## src/rtl/fetch_queue_param.sv

```systemverilog
// fetch_queue_param
//   Instruction fetch queue between instruction memory/PC and the IF/ID
//   pipeline register. Buffers {instruction, PC} pairs in a first-word-
//   fall-through FIFO so that ID stalls do not stall fetch. A redirect
//   (flush) empties the queue, optionally retaining the oldest surviving
//   entry as the branch delay slot.
// Ports
//   Clk          clock, rising edge
//   R            synchronous active-high reset, priority over all inputs
//   in_valid     fetch side offers {in_instr, in_pc}
//   in_ready     queue can accept (count < DEPTH)
//   in_instr     fetched instruction
//   in_pc        PC of fetched instruction
//   out_valid    head entry present (count != 0)
//   out_ready    ID side consumes head this cycle
//   out_instr    head instruction, 0 when empty
//   out_pc       head PC, 0 when empty
//   flush        redirect: drop queued entries and this cycle's push
//   flush_keep   with flush: keep oldest entry remaining after pop
//   count        current occupancy
//   almost_full  count >= AF_LEVEL
module fetch_queue_param #(
   parameter int IW       = 32,
   parameter int AW       = 32,
   parameter int DEPTH    = 4,
   parameter int AF_LEVEL = DEPTH - 1
) (
   input  logic                       Clk,
   input  logic                       R,
   input  logic                       in_valid,
   output logic                       in_ready,
   input  logic [IW-1:0]              in_instr,
   input  logic [AW-1:0]              in_pc,
   output logic                       out_valid,
   input  logic                       out_ready,
   output logic [IW-1:0]              out_instr,
   output logic [AW-1:0]              out_pc,
   input  logic                       flush,
   input  logic                       flush_keep,
   output logic [$clog2(DEPTH+1)-1:0] count,
   output logic                       almost_full
);

   localparam int CW = $clog2(DEPTH + 1);
   localparam int PW = $clog2(DEPTH);
   localparam logic [CW-1:0] DEPTH_C = CW'(DEPTH);
   localparam logic [CW-1:0] AF_C    = CW'(AF_LEVEL);
   localparam logic [PW-1:0] PTR_ONE = PW'(1);
   localparam logic [CW-1:0] CNT_ONE = CW'(1);

   typedef enum logic [1:0] {
      EMPTY   = 2'd0,
      PARTIAL = 2'd1,
      FULL    = 2'd2
   } state_t;

   state_t        state_q, state_n;
   logic [CW-1:0] count_q, count_n;
   logic [PW-1:0] rd_q, rd_n, wr_q, wr_n;
   logic [PW-1:0] rd_adv;
   logic [CW-1:0] remain;
   logic          push, pop;

   logic [IW-1:0] mem_instr [DEPTH];
   logic [AW-1:0] mem_pc    [DEPTH];

   // State register
   always_ff @(posedge Clk) begin
      if (R) begin
         state_q <= EMPTY;
         count_q <= '0;
         rd_q    <= '0;
         wr_q    <= '0;
      end else begin
         state_q <= state_n;
         count_q <= count_n;
         rd_q    <= rd_n;
         wr_q    <= wr_n;
      end
   end

   // Storage is never cleared; a flushed push is not written.
   always_ff @(posedge Clk) begin
      if (push && !flush && !R) begin
         mem_instr[wr_q] <= in_instr;
         mem_pc[wr_q]    <= in_pc;
      end
   end

   // Next-state logic
   always_comb begin
      push    = in_valid & in_ready;
      pop     = out_valid & out_ready;
      rd_adv  = pop ? rd_q + PTR_ONE : rd_q;
      remain  = pop ? count_q - CNT_ONE : count_q;
      rd_n    = rd_adv;
      wr_n    = push ? wr_q + PTR_ONE : wr_q;
      count_n = push ? remain + CNT_ONE : remain;
      // Flush sees the queue after this cycle's pop; the push is discarded.
      if (flush) begin
         if (flush_keep && (remain != '0)) begin
            count_n = CNT_ONE;
            wr_n    = rd_adv + PTR_ONE;
         end else begin
            count_n = '0;
            wr_n    = rd_adv;
         end
      end
      if (count_n == '0) begin
         state_n = EMPTY;
      end else if (count_n == DEPTH_C) begin
         state_n = FULL;
      end else begin
         state_n = PARTIAL;
      end
   end

   // Outputs: functions of registered state/count only
   always_comb begin
      out_valid   = (state_q != EMPTY);
      in_ready    = (state_q != FULL);
      almost_full = (count_q >= AF_C);
      count       = count_q;
      out_instr   = '0;
      out_pc      = '0;
      if (out_valid) begin
         out_instr = mem_instr[rd_q];
         out_pc    = mem_pc[rd_q];
      end
   end

endmodule

```

## config.mk

```make
export PLATFORM = sky130hd
export DESIGN_NAME = fetch_queue_param
export DESIGN_NICKNAME = d
export VERILOG_FILES = /design/src/rtl/fetch_queue_param.sv
export SDC_FILE = /design/constraint.sdc
export NUM_CORES = 1
export LEC_CHECK = 0
export ABC_AREA = 1
export CAP_MARGIN = 0
export CORE_UTILIZATION = 40
export DETAILED_ROUTE_END_ITERATION = 8
export GPL_ROUTABILITY_DRIVEN = 0
export GPL_TIMING_DRIVEN = 0
export PLACE_DENSITY = 0.73
export SLEW_MARGIN = 20
export SYNTH_ARGS = -nofsm -noshare
export SYNTH_HDL_FRONTEND = slang
export SYNTH_SLANG_ARGS = --single-unit
```

## constraint.sdc

```tcl
create_clock -name Clk -period 5.5 [get_ports Clk]
set_clock_uncertainty 0.05 [all_clocks]
set_input_delay 0.55 -clock Clk [delete_from_list [all_inputs] [get_ports Clk]]
set_output_delay 0.55 -clock Clk [all_outputs]
set_load 0.005 [all_outputs]
```

==> results of run 1 <==
[worst max path at each step]
| stage | start | end | slack, ps | depth (start not counted) |
|---|---|---|---|---|
| after floorplan | in_valid | mem_instr[0][0]$_DFFE_PP_ | 1290 | 4 |
| after global placement | flush | mem_pc[3][26]$_DFFE_PP_ | -1490 | 4 |
| after detailed placement | flush | mem_instr[2][3]$_DFFE_PP_ | 2270 | 6 |
| after CTS | rd_q[0]$_SDFF_PP0_ | out_instr[6] | 2220 | 6 |
| after global routing | rd_q[0]$_SDFF_PP0_ | out_instr[4] | 2080 | 6 |
| final | rd_q[0]$_SDFF_PP0_ | out_pc[10] | 2260 | 6 |
[synthesized netlist by cell type]
library cell                 n
sky130_fd_sc_hd__nor2_1    266
sky130_fd_sc_hd__buf_4      14
sky130_fd_sc_hd__a21oi_1    66
sky130_fd_sc_hd__a22oi_2     1
sky130_fd_sc_hd__xor2_4      1
sky130_fd_sc_hd__o21ai_1     2
sky130_fd_sc_hd__nor3_1      1
sky130_fd_sc_hd__xor2_1      1
sky130_fd_sc_hd__clkbuf_1   21
sky130_fd_sc_hd__inv_2       9
sky130_fd_sc_hd__nand4_1     1
sky130_fd_sc_hd__nor2_2      1
sky130_fd_sc_hd__edfxtp_1  256
sky130_fd_sc_hd__o21ai_0   131
sky130_fd_sc_hd__inv_1      16
sky130_fd_sc_hd__buf_6       1
sky130_fd_sc_hd__nand2_2     1
sky130_fd_sc_hd__a21boi_0    1
sky130_fd_sc_hd__dfxtp_1     9
sky130_fd_sc_hd__buf_1       5
sky130_fd_sc_hd__buf_2       7
sky130_fd_sc_hd__nand3_2     2
sky130_fd_sc_hd__nand2_4     2
sky130_fd_sc_hd__nand2_1    20
sky130_fd_sc_hd__a21oi_2     1
sky130_fd_sc_hd__ha_1        8
sky130_fd_sc_hd__nand3_1     5
[cell type report]
type	instances	area, µm²	area share
clock buffer	31	690.7	0.05107
buffer	48	249.0	0.01841
sequential	265	7868	0.5817
inverter	25	93.84	0.006939
clock inverter	19	186.4	0.01378
multi-input combinational	511	2356	0.1742
tap	335	419.2	0.03099
timing repair buffer	149	1662	0.1229
[cells by family after synthesis]
group                      count (synthesis)
adders and majority gates                  8
and+or+nand+nor                          299
DFF                                      265
buffers and inverters                     73
AOI/OAI and AO/OA                        202
xor gates and xnor gates                   2
[sequential cells by signal, indices dropped and copies added (netlist names)]
register   count
mem_instr    128
mem_pc       128
count          3
rd_q           2
state_q        2
wr_q           2
[power breakdown]
| group | total, µW | switching, µW | internal (µW) |
|---|---|---|---|
| registers | 2270 | 13.7 | 2260 |
| logic | 655 | 365 | 290 |
| clock network | 1800 | 753 | 1040 |
| total | 4730 | 1130 | 3590 |
[layout by cell type, fill, tap and decap left out]
cell type                         instances
sky130_fd_sc_hd__xor2_4                   1
sky130_fd_sc_hd__nor2_2                   1
sky130_fd_sc_hd__nor2_4                   4
sky130_fd_sc_hd__edfxtp_1               256
sky130_fd_sc_hd__buf_4                   14
sky130_fd_sc_hd__bufinv_16                3
sky130_fd_sc_hd__buf_6                    1
sky130_fd_sc_hd__inv_1                   16
sky130_fd_sc_hd__nand3_1                  5
sky130_fd_sc_hd__dfxtp_1                  9
sky130_fd_sc_hd__clkbuf_1                25
sky130_fd_sc_hd__a21boi_0                 1
sky130_fd_sc_hd__nor3_1                   1
sky130_fd_sc_hd__inv_2                    9
sky130_fd_sc_hd__a21oi_1                 66
sky130_fd_sc_hd__o21ai_0                131
sky130_fd_sc_hd__clkinv_2                 7
sky130_fd_sc_hd__nor2_1                 262
sky130_fd_sc_hd__nand4_1                  1
sky130_fd_sc_hd__nand2_4                  2
sky130_fd_sc_hd__o21ai_1                  2
sky130_fd_sc_hd__xor2_1                   1
sky130_fd_sc_hd__a22oi_2                  1
sky130_fd_sc_hd__buf_2                    7
sky130_fd_sc_hd__buf_12                   3
sky130_fd_sc_hd__clkinvlp_4               6
sky130_fd_sc_hd__nand2_2                  1
sky130_fd_sc_hd__buf_16                   8
sky130_fd_sc_hd__clkinv_1                 2
sky130_fd_sc_hd__nand3_2                  2
sky130_fd_sc_hd__clkbuf_16               27
sky130_fd_sc_hd__nand2_1                 20
sky130_fd_sc_hd__a21oi_2                  1
sky130_fd_sc_hd__inv_6                    1
sky130_fd_sc_hd__buf_1                    5
sky130_fd_sc_hd__ha_1                     8
sky130_fd_sc_hd__clkdlybuf4s50_1        138
[per-layer routing]
layer	up-vias	track usage	part of all wire
met2	229	0.3101	0.49
met5	-	0	0
li1	3336	-	-
met3	39	0.03535	0.070
met1	3321	0.2263	0.42
met4	0	0.04966	0.023
[per-stage QoR]
step / worst slack, ps / std cells / area, µm² / total power [µW]
2_1_floorplan: 1290 / 849 / 10540 / 2620
3_3_place_gp: -1490 / 1322 / 12340 / 2955
3_5_place_dp: 2269 / 1333 / 12650 / 2974
4_1_cts: 2215 / 1383 / 13520 / 4761
5_1_grt: 2083 / 1383 / 13520 / 4893
6_report: 2262 / 1383 / 13520 / 4726
[critical path: stages, from the launching register on]
cell and delay (ps):
sky130_fd_sc_hd__dfxtp_1 350, sky130_fd_sc_hd__inv_2 90, sky130_fd_sc_hd__buf_2 290, sky130_fd_sc_hd__clkbuf_1 410, sky130_fd_sc_hd__o21ai_0 160, sky130_fd_sc_hd__a21oi_1 230, sky130_fd_sc_hd__clkdlybuf4s50_1 600
==> impl_metrics.env, run 1 <==
export IMPL_finalHoldWorstSlack_ps=236.7
export IMPL_drv_max_cap_violation_count=0
export IMPL_grt_pass1_vias=6637
export IMPL_crit_required_ps=4900
export IMPL_final_max_slew_violation_count=0
export IMPL_period_share=0.5886
export IMPL_hp_class="in2reg"
export IMPL_cts_resized=0
export IMPL_grt_ovfl_total=0
export IMPL_synth_compound_gate_area_share=0.09726
export IMPL_synth_net_count=927
export IMPL_worst_path_max_fanout=10
export IMPL_worst_slew_margin_rel=0.4986
export IMPL_post_synth_and_or_nand_nor_area_fraction=0.1106
export IMPL_via_count=6925
export IMPL_cp_data_arrival_time_ps=2640
export IMPL_vdd_drop_max_mv=0.2477
export IMPL_initial_core_util=0.4055
export IMPL_timing_final_hold_violations=0
export IMPL_grt_max_degree=25
export IMPL_grt_util_overall=0.1787
export IMPL_crit_path_end_kind="output port"
export IMPL_die_area_mm2=0.02699
export IMPL_setup_repair_after_global_routing_missed_its_margin="no"
export IMPL_setup_viol=0
export IMPL_n_antenna_cell=0
export IMPL_main_combinational_cell_family_by_area_after_synthesis="simple AND/OR/NAND/NOR gates"
export IMPL_synthAdderAreaFrac=0.009500
export IMPL_design_core_area_mm2=0.02598
export IMPL_post_synth_num_cell_types=27
export IMPL_p_leak_uw=0.004601
export IMPL_seq_area_frac_synth=0.7467
export IMPL_timing_hold_worst_path_depth=2
export IMPL_worstHoldStart="R"
export IMPL_cts_max_path_buffers=3
export IMPL_insertion_delay_ps=520
export IMPL_maxClockFrequency_mhz=308.9
export IMPL_cts_root_buffer_cell="sky130_fd_sc_hd__clkbuf_16"
export IMPL_cts_htree_levels=1
export IMPL_clock_sink_count=265
export IMPL_post_synth_top_area_fraction=0.7296
export IMPL_post_cts_repair_setup_buffers=0
export IMPL_finalCriticalPeriod_ps=3238
export IMPL_post_synth_inst_count=849
export IMPL_tritoncts="yes"
export IMPL_yosys_warnings=0
export IMPL_final_fill_count=2183
export IMPL_regToRegEndpoint="mem_instr[2][9]$_DFFE_PP_"
export IMPL_ys_ff_latch=265
export IMPL_cts_inserted_buffers=27
export IMPL_wirelength_routed_um=24250
export IMPL_drt_iter0_markers=535
export IMPL_fp_dieW_um=164.3
export IMPL_grt_first_pass_wirelength_um=36180
export IMPL_syn_area_cell_um2=12.41
export IMPL_synth_area_leader_cell="sky130_fd_sc_hd__edfxtp_1"
export IMPL_post_drt_via_cell_ratio=5.007
export IMPL_critical_path_startpoint_type="flip-flop"
export IMPL_criticalPathCategory="reg2out"
export IMPL_floorplan_rows=59
export IMPL_antenna_found_initial=0
export IMPL_post_synth_main_area_contributors="sky130_fd_sc_hd__edfxtp_1, sky130_fd_sc_hd__nor2_1, sky130_fd_sc_hd__o21ai_0"
export IMPL_drc=0
export IMPL_firstDrtPassIters=5
export IMPL_fin_tns_setup_ps=0
export IMPL_reg2reg_from="state_q[0]$_SDFF_PP0_"
export IMPL_io_buffer_count=138
export IMPL_synth_area_mux_share=0
export IMPL_run_status="finished clean"
export IMPL_area_growth_pct=28.36
export IMPL_powerDensity_mw_per_mm2=349.5
export IMPL_synthXorXnorAreaFrac=0.003444
export IMPL_num_io_pins=140
export IMPL_routed_len_inst_um=17.54
export IMPL_drive_gt1_frac=0.09447
export IMPL_worst_setup_hold_path_clk_slew_ps=60
export IMPL_finish_utilization=0.5205
export IMPL_max_slew_worst_pin_slew_ps=750.2
export IMPL_ant_nets=0
export IMPL_ff2ff_setup_slack_ps=2930
export IMPL_die_y_um=164.3
export IMPL_worst_hold_path_endpoint="wr_q[1]$_SDFFE_PP0P_"
export IMPL_synth_area_mm2=0.01054
export IMPL_finalNetCount=1105
export IMPL_holdBufCountCts=0
export IMPL_dp_final_hpwl_um=15390
export IMPL_worst_r2r_cell_count=8
Power figures use the tool's default switching activity.
==> inputs of run 2 (changes only) <==
--- a/config.mk
+++ b/config.mk
@@ -11,7 +11,7 @@
 export DETAILED_ROUTE_END_ITERATION = 8
 export GPL_ROUTABILITY_DRIVEN = 0
 export GPL_TIMING_DRIVEN = 0
-export PLACE_DENSITY = 0.73
+export PLACE_DENSITY = 0.75
 export SLEW_MARGIN = 20
 export SYNTH_ARGS = -nofsm -noshare
 export SYNTH_HDL_FRONTEND = slang
==> constraint.sdc (replaced) <==
create_clock -name Clk -period 2.95 [get_ports Clk]
set_clock_uncertainty 0.05 [all_clocks]
set_input_delay 0.295 -clock Clk [delete_from_list [all_inputs] [get_ports Clk]]
set_output_delay 0.295 -clock Clk [all_outputs]
set_load 0.005 [all_outputs]
==> impl_metrics.env, run 2 (synthesis gave the netlist of run 1 again) <==
export IMPL_clock_sink_count=265
export IMPL_grt_ovfl_total=0
export IMPL_ant_nets=0
export IMPL_worst_slew_margin_rel=0.5112
export IMPL_fp_dieW_um=164.3
export IMPL_initial_core_util=0.4055
export IMPL_num_io_pins=140
export IMPL_grt_pass1_vias=6823
export IMPL_firstDrtPassIters=5
export IMPL_fin_total_pwr_uw=8701
export IMPL_maxClockFrequency_mhz=361.8
export IMPL_criticalPathCategory="reg2out"
export IMPL_fin_area_mm2=0.01348
export IMPL_power_share_sequential=0.488
export IMPL_cts_max_path_buffers=3
export IMPL_pwr_share_comb=0.141
export IMPL_worst_path_max_fanout=10
export IMPL_top_layer_used="met4"
export IMPL_drive_gt1_frac=0.09588
export IMPL_grt_util_overall=0.1820
export IMPL_max_slew_worst_pin_slew_ps=731.5
export IMPL_design_core_area_mm2=0.02598
export IMPL_fin_cells=1378
export IMPL_cp_data_arrival_time_ps=2420
export IMPL_finalCriticalPeriod_ps=2764
export IMPL_drv_max_cap_violation_count=0
export IMPL_switching_share=0.2322
export IMPL_die_area_mm2=0.02699
export IMPL_placedInstanceArea_mm2=0.01262
export IMPL_crit_required_ps=2610
export IMPL_met3WireLength_um=1557
export IMPL_leading_cell_type_in_the_layout_fill_and_taps_excluded="sky130_fd_sc_hd__nor2_1"
export IMPL_run_status="finished clean"
export IMPL_most_common_layout_cells="sky130_fd_sc_hd__nor2_1, sky130_fd_sc_hd__edfxtp_1, sky130_fd_sc_hd__clkdlybuf4s50_1"
export IMPL_detailroute_wirelength_met2_um=12220
export IMPL_tritoncts="yes"
export IMPL_via_count=6948
export IMPL_placed_cells=1333
export IMPL_period_share=0.9370
export IMPL_final_max_slew_violation_count=0
export IMPL_setup_repair_after_global_routing_missed_its_margin="no"
export IMPL_worst_setup_hold_path_clk_slew_ps=60
export IMPL_finalHoldWorstSlack_ps=346.9
export IMPL_cts_htree_levels=1
export IMPL_grt_first_pass_wirelength_um=37110
export IMPL_powerDensity_mw_per_mm2=645.4
export IMPL_n_antenna_cell=0
export IMPL_insertion_delay_ps=510
export IMPL_area_growth_pct=27.95
export IMPL_m1WireLength_um=9978
export IMPL_timing_final_hold_violations=0
export IMPL_power_clock_fraction=0.371
export IMPL_wirelength_routed_um=24260
export IMPL_grt_max_degree=25
export IMPL_critical_path_startpoint_type="flip-flop"
export IMPL_cts_root_buffer_cell="sky130_fd_sc_hd__clkbuf_16"
export IMPL_drc=0
export IMPL_post_drt_via_cell_ratio=5.042
export IMPL_die_y_um=164.3
export IMPL_setup_viol=0
export IMPL_antenna_found_initial=0
export IMPL_crit_path_end_kind="output port"
export IMPL_p_leak_uw=0.004616
export IMPL_routed_len_inst_um=17.61
export IMPL_dp_final_hpwl_um=15550
export IMPL_floorplan_rows=59
export IMPL_finalNetCount=1106
export IMPL_fin_tns_setup_ps=0
export IMPL_netSwitchingPower_uw=2021
export IMPL_cts_inserted_buffers=27
export IMPL_post_cts_repair_setup_buffers=0
export IMPL_io_buffer_count=138
export IMPL_vdd_drop_max_mv=0.6222
export IMPL_internal_power_uw=6680
export IMPL_drt_iter0_markers=401
export IMPL_hp_class="in2reg"
## run 2: cell count changes in the layout (fill, tap and decap cells not counted), sizes merged
cell and delta:
clkinvlp -6, buf -2, clkbuf +2, dlygate4sd3 +1
## run 2: final timing paths
path | from | endpoint | slack, ps | cells past startpoint
setup reg to reg | state_q[0]$_SDFF_PP0_ | mem_instr[3][6]$_DFFE_PP_ | 550 | 7
hold / removal | in_pc[6] | mem_pc[3][6]$_DFFE_PP_ | 350 | 1
hold reg to reg | wr_q[0]$_SDFFE_PP0P_ | wr_q[0]$_SDFFE_PP0P_ | 570 | 2
setup / recovery | rd_q[0]$_SDFF_PP0_ | out_pc[20] | 190 | 6
## run 2: per-layer routing
| layer | track usage | vias up |
|---|---|---|
| li1 | - | 3346 |
| met1 | 0.2354 | 3327 |
| met2 | 0.3180 | 239 |
| met3 | 0.02854 | 36 |
| met4 | 0.04630 | 0 |
| met5 | 0 | - |
## run 2: per-stage QoR
| stage | worst slack, ps | util |
|---|---|---|
| 3_5_place_dp | 111.2 | 0.4858 |
| 2_1_floorplan | -128.5 | - |
| 3_3_place_gp | -1849 | 0.4752 |
| 4_1_cts | 112.1 | 0.5185 |
| 6_report | 185.7 | 0.5188 |
| 5_1_grt | 1.355 | 0.5188 |
## run 2: area by class of cell
cell class	instances	area, µm²
inverter	25	93.84
fill	2191	12500
timing repair buffer	150	1649
clock buffer	31	690.7
buffer	48	270.3
tap	335	419.2
clock inverter	13	135.1
sequential	265	7868
multi-input combinational	511	2356
## run 2: worst max-delay path: stages, from the launching register on
cell,delay (ps)
sky130_fd_sc_hd__dfxtp_1,360
sky130_fd_sc_hd__inv_2,90
sky130_fd_sc_hd__clkbuf_4,240
sky130_fd_sc_hd__clkbuf_2,270
sky130_fd_sc_hd__o21ai_0,130
sky130_fd_sc_hd__a21oi_1,240
sky130_fd_sc_hd__clkdlybuf4s50_1,560
## run 2: power groups by stage
stage / logic, µW / clock network, µW / registers (µW)
2_1_floorplan: 564 / 0 / 4320
3_3_place_gp: 1180 / 0 / 4320
3_5_place_dp: 1230 / 0 / 4320
4_1_cts: 1250 / 3290 / 4240
5_1_grt: 1360 / 3440 / 4250
6_report: 1230 / 3230 / 4240
## run 2: what timing repair did
action                     in CTS  in global routing
pin swaps                       0                  1
hold buffers                    1                  0
setup endpoints to repair      21                  6
hold endpoints to repair        2                  0
resized for setup              10                  5
==> inputs of run 3 (changes only) <==
--- a/config.mk
+++ b/config.mk
@@ -11,7 +11,7 @@
 export DETAILED_ROUTE_END_ITERATION = 8
 export GPL_ROUTABILITY_DRIVEN = 0
 export GPL_TIMING_DRIVEN = 0
-export PLACE_DENSITY = 0.75
+export PLACE_DENSITY = 0.73
 export SLEW_MARGIN = 20
 export SYNTH_ARGS = -nofsm -noshare
 export SYNTH_HDL_FRONTEND = slang
==> constraint.sdc (replaced) <==
create_clock -name Clk -period 3.3 [get_ports Clk]
set_clock_uncertainty 0.05 [all_clocks]
set_input_delay 0.33 -clock Clk [delete_from_list [all_inputs] [get_ports Clk]]
set_output_delay 0.33 -clock Clk [all_outputs]
set_load 0.005 [all_outputs]
==> impl_metrics.env, run 3 (synthesis gave the netlist of run 1 again) <==
export IMPL_run_status="finished clean"
export IMPL_dp_final_hpwl_um=15390
export IMPL_critical_path_startpoint="rd_q[0]$_SDFF_PP0_"
export IMPL_clock_sink_count=265
export IMPL_finalCriticalPeriod_ps=3004
export IMPL_finalNetCount=1106
export IMPL_routed_len_inst_um=17.51
export IMPL_leading_cell_type_in_the_layout_fill_and_taps_excluded="sky130_fd_sc_hd__nor2_1"
export IMPL_crit_path_end_kind="output port"
export IMPL_drc=0
export IMPL_finish_utilization=0.5208
export IMPL_worst_path_max_fanout=10
export IMPL_fin_tns_setup_ps=0
export IMPL_max_stage_delay_ps=540
export IMPL_cts_root_buffer_cell="sky130_fd_sc_hd__clkbuf_16"
export IMPL_worst_slew_margin_rel=0.4954
export IMPL_drv_max_cap_violation_count=0
export IMPL_floorplan_rows=59
export IMPL_grt_pass1_vias=6640
export IMPL_ant_nets=0
export IMPL_tritoncts="yes"
export IMPL_worst_path_cell_chain="inv_2 -> buf_2 -> clkbuf_1 -> o21ai_0 -> a21oi_1 -> clkdlybuf4s50_1"
export IMPL_io_buffer_count=138
export IMPL_num_io_pins=140
export IMPL_ff2ff_setup_slack_ps=720
export IMPL_post_drt_via_cell_ratio=4.990
export IMPL_cts_inserted_buffers=27
export IMPL_design_core_area_mm2=0.02598
export IMPL_crit_required_ps=2920
export IMPL_drt_iter0_markers=519
export IMPL_drive_gt1_frac=0.09438
export IMPL_placement_setup_worst_slack_ps=288.9
export IMPL_initial_core_util=0.4055
export IMPL_grt_max_degree=25
export IMPL_critical_path_slowest_cell="sky130_fd_sc_hd__clkdlybuf4s50_1"
export IMPL_cpLargestDelayFamily="buffers and inverters"
export IMPL_setup_repair_after_global_routing_missed_its_margin="no"
export IMPL_fp_dieW_um=164.3
export IMPL_fin_total_pwr_uw=7876
export IMPL_period_share=0.9103
export IMPL_worst_hold_path_endpoint="mem_pc[3][26]$_DFFE_PP_"
export IMPL_fin_area_mm2=0.01353
export IMPL_grt_first_pass_wirelength_um=36200
export IMPL_n_antenna_cell=0
export IMPL_powerDensity_mw_per_mm2=582.0
export IMPL_reg2reg_from="state_q[0]$_SDFF_PP0_"
export IMPL_die_y_um=164.3
export IMPL_setup_viol=0
export IMPL_cts_max_path_buffers=3
export IMPL_worst_setup_hold_path_clk_slew_ps=60
export IMPL_critical_path_startpoint_type="flip-flop"
export IMPL_via_count=6906
export IMPL_hp_class="in2reg"
export IMPL_vdd_drop_max_mv=0.4086
export IMPL_grt_ovfl_total=0
export IMPL_regToRegEndpoint="mem_instr[2][9]$_DFFE_PP_"
export IMPL_worstHoldStart="in_pc[26]"
export IMPL_placedInstanceArea_mm2=0.01265
export IMPL_worst_r2r_cell_count=8
export IMPL_die_area_mm2=0.02699
export IMPL_area_growth_pct=28.45
export IMPL_timing_final_hold_violations=0
export IMPL_insertion_delay_ps=520
export IMPL_maxClockFrequency_mhz=332.9
export IMPL_worstPathBufferInverterCount=4
export IMPL_most_common_layout_cells="sky130_fd_sc_hd__nor2_1, sky130_fd_sc_hd__edfxtp_1, sky130_fd_sc_hd__clkdlybuf4s50_1"
export IMPL_grt_util_overall=0.1787
export IMPL_max_slew_worst_pin_slew_ps=755.1
export IMPL_criticalPathCategory="reg2out"
export IMPL_final_max_slew_violation_count=0
export IMPL_firstDrtPassIters=8
export IMPL_antenna_found_initial=0
export IMPL_timing_final_ws_setup_ps=296.1
export IMPL_cts_htree_levels=1
export IMPL_timing_hold_worst_path_depth=1
export IMPL_p_leak_uw=0.004605
export IMPL_wirelength_routed_um=24240
export IMPL_final_fill_count=2182
export IMPL_cp_data_arrival_time_ps=2620
## run 3: cell count changes in the layout (fill, tap and decap cells not counted), moves of 5 or more
| cell | previous run | this run |
|---|---|---|
| sky130_fd_sc_hd__clkinvlp_4 | 0 | 6 |
| sky130_fd_sc_hd__clkbuf_2 | 12 | 0 |
| sky130_fd_sc_hd__clkinv_2 | 2 | 7 |
| sky130_fd_sc_hd__clkbuf_1 | 14 | 25 |
| sky130_fd_sc_hd__clkinv_1 | 7 | 2 |
## run 3: through the flow
stage	hold slack, ps	std cells
floorplan	378.9	849
global placement	557.9	1322
detailed placement	557.4	1333
CTS	352.7	1384
global route	370.3	1384
finish	380.2	1384
## run 3: per-layer routing
metal,GRT usage,share of wire,up-vias
li1,-,-,3338
met1,0.2265,0.42,3293
met2,0.3101,0.49,237
met3,0.03535,0.072,38
met4,0.04966,0.022,0
met5,0,0,-
## run 3: area by class of cell
cell class                 instances  area, µm²  share of cell area
clock inverter                    19      186.4             0.01377
timing repair buffer             150       1672              0.1235
buffer                            48      249.0             0.01840
tap                              335      419.2             0.03097
clock buffer                      31      690.7             0.05103
inverter                          25      93.84            0.006934
multi-input combinational        511       2356              0.1741
sequential                       265       7868              0.5813
## run 3: how the worst max path moves through the flow
stage | to | cells after the start
CTS | out_instr[6] | 6
global route | out_instr[4] | 6
detailed placement | mem_instr[2][3]$_DFFE_PP_ | 6
floorplan | mem_instr[0][0]$_DFFE_PP_ | 6
finish | out_instr[29] | 6
global placement | mem_pc[3][26]$_DFFE_PP_ | 4
## run 3: power by group
| part | switching [µW] | leakage, µW | total (µW) | internal (µW) |
|---|---|---|---|---|
| Clock | 1250 | 0.000416 | 2990 | 1740 |
| Sequential | 22.9 | 0.00239 | 3790 | 3770 |
| Combinational | 608 | 0.00180 | 1090 | 484 |
| Total | 1880 | 0.00461 | 7880 | 5990 |
## run 3: what timing repair did
action,4_1_cts,5_1_grt
gates resized for setup,0,0
hold buffers,1,0
setup endpoints to repair,0,0
buffers inserted,0,0
endpoints found under the hold margin,1,0
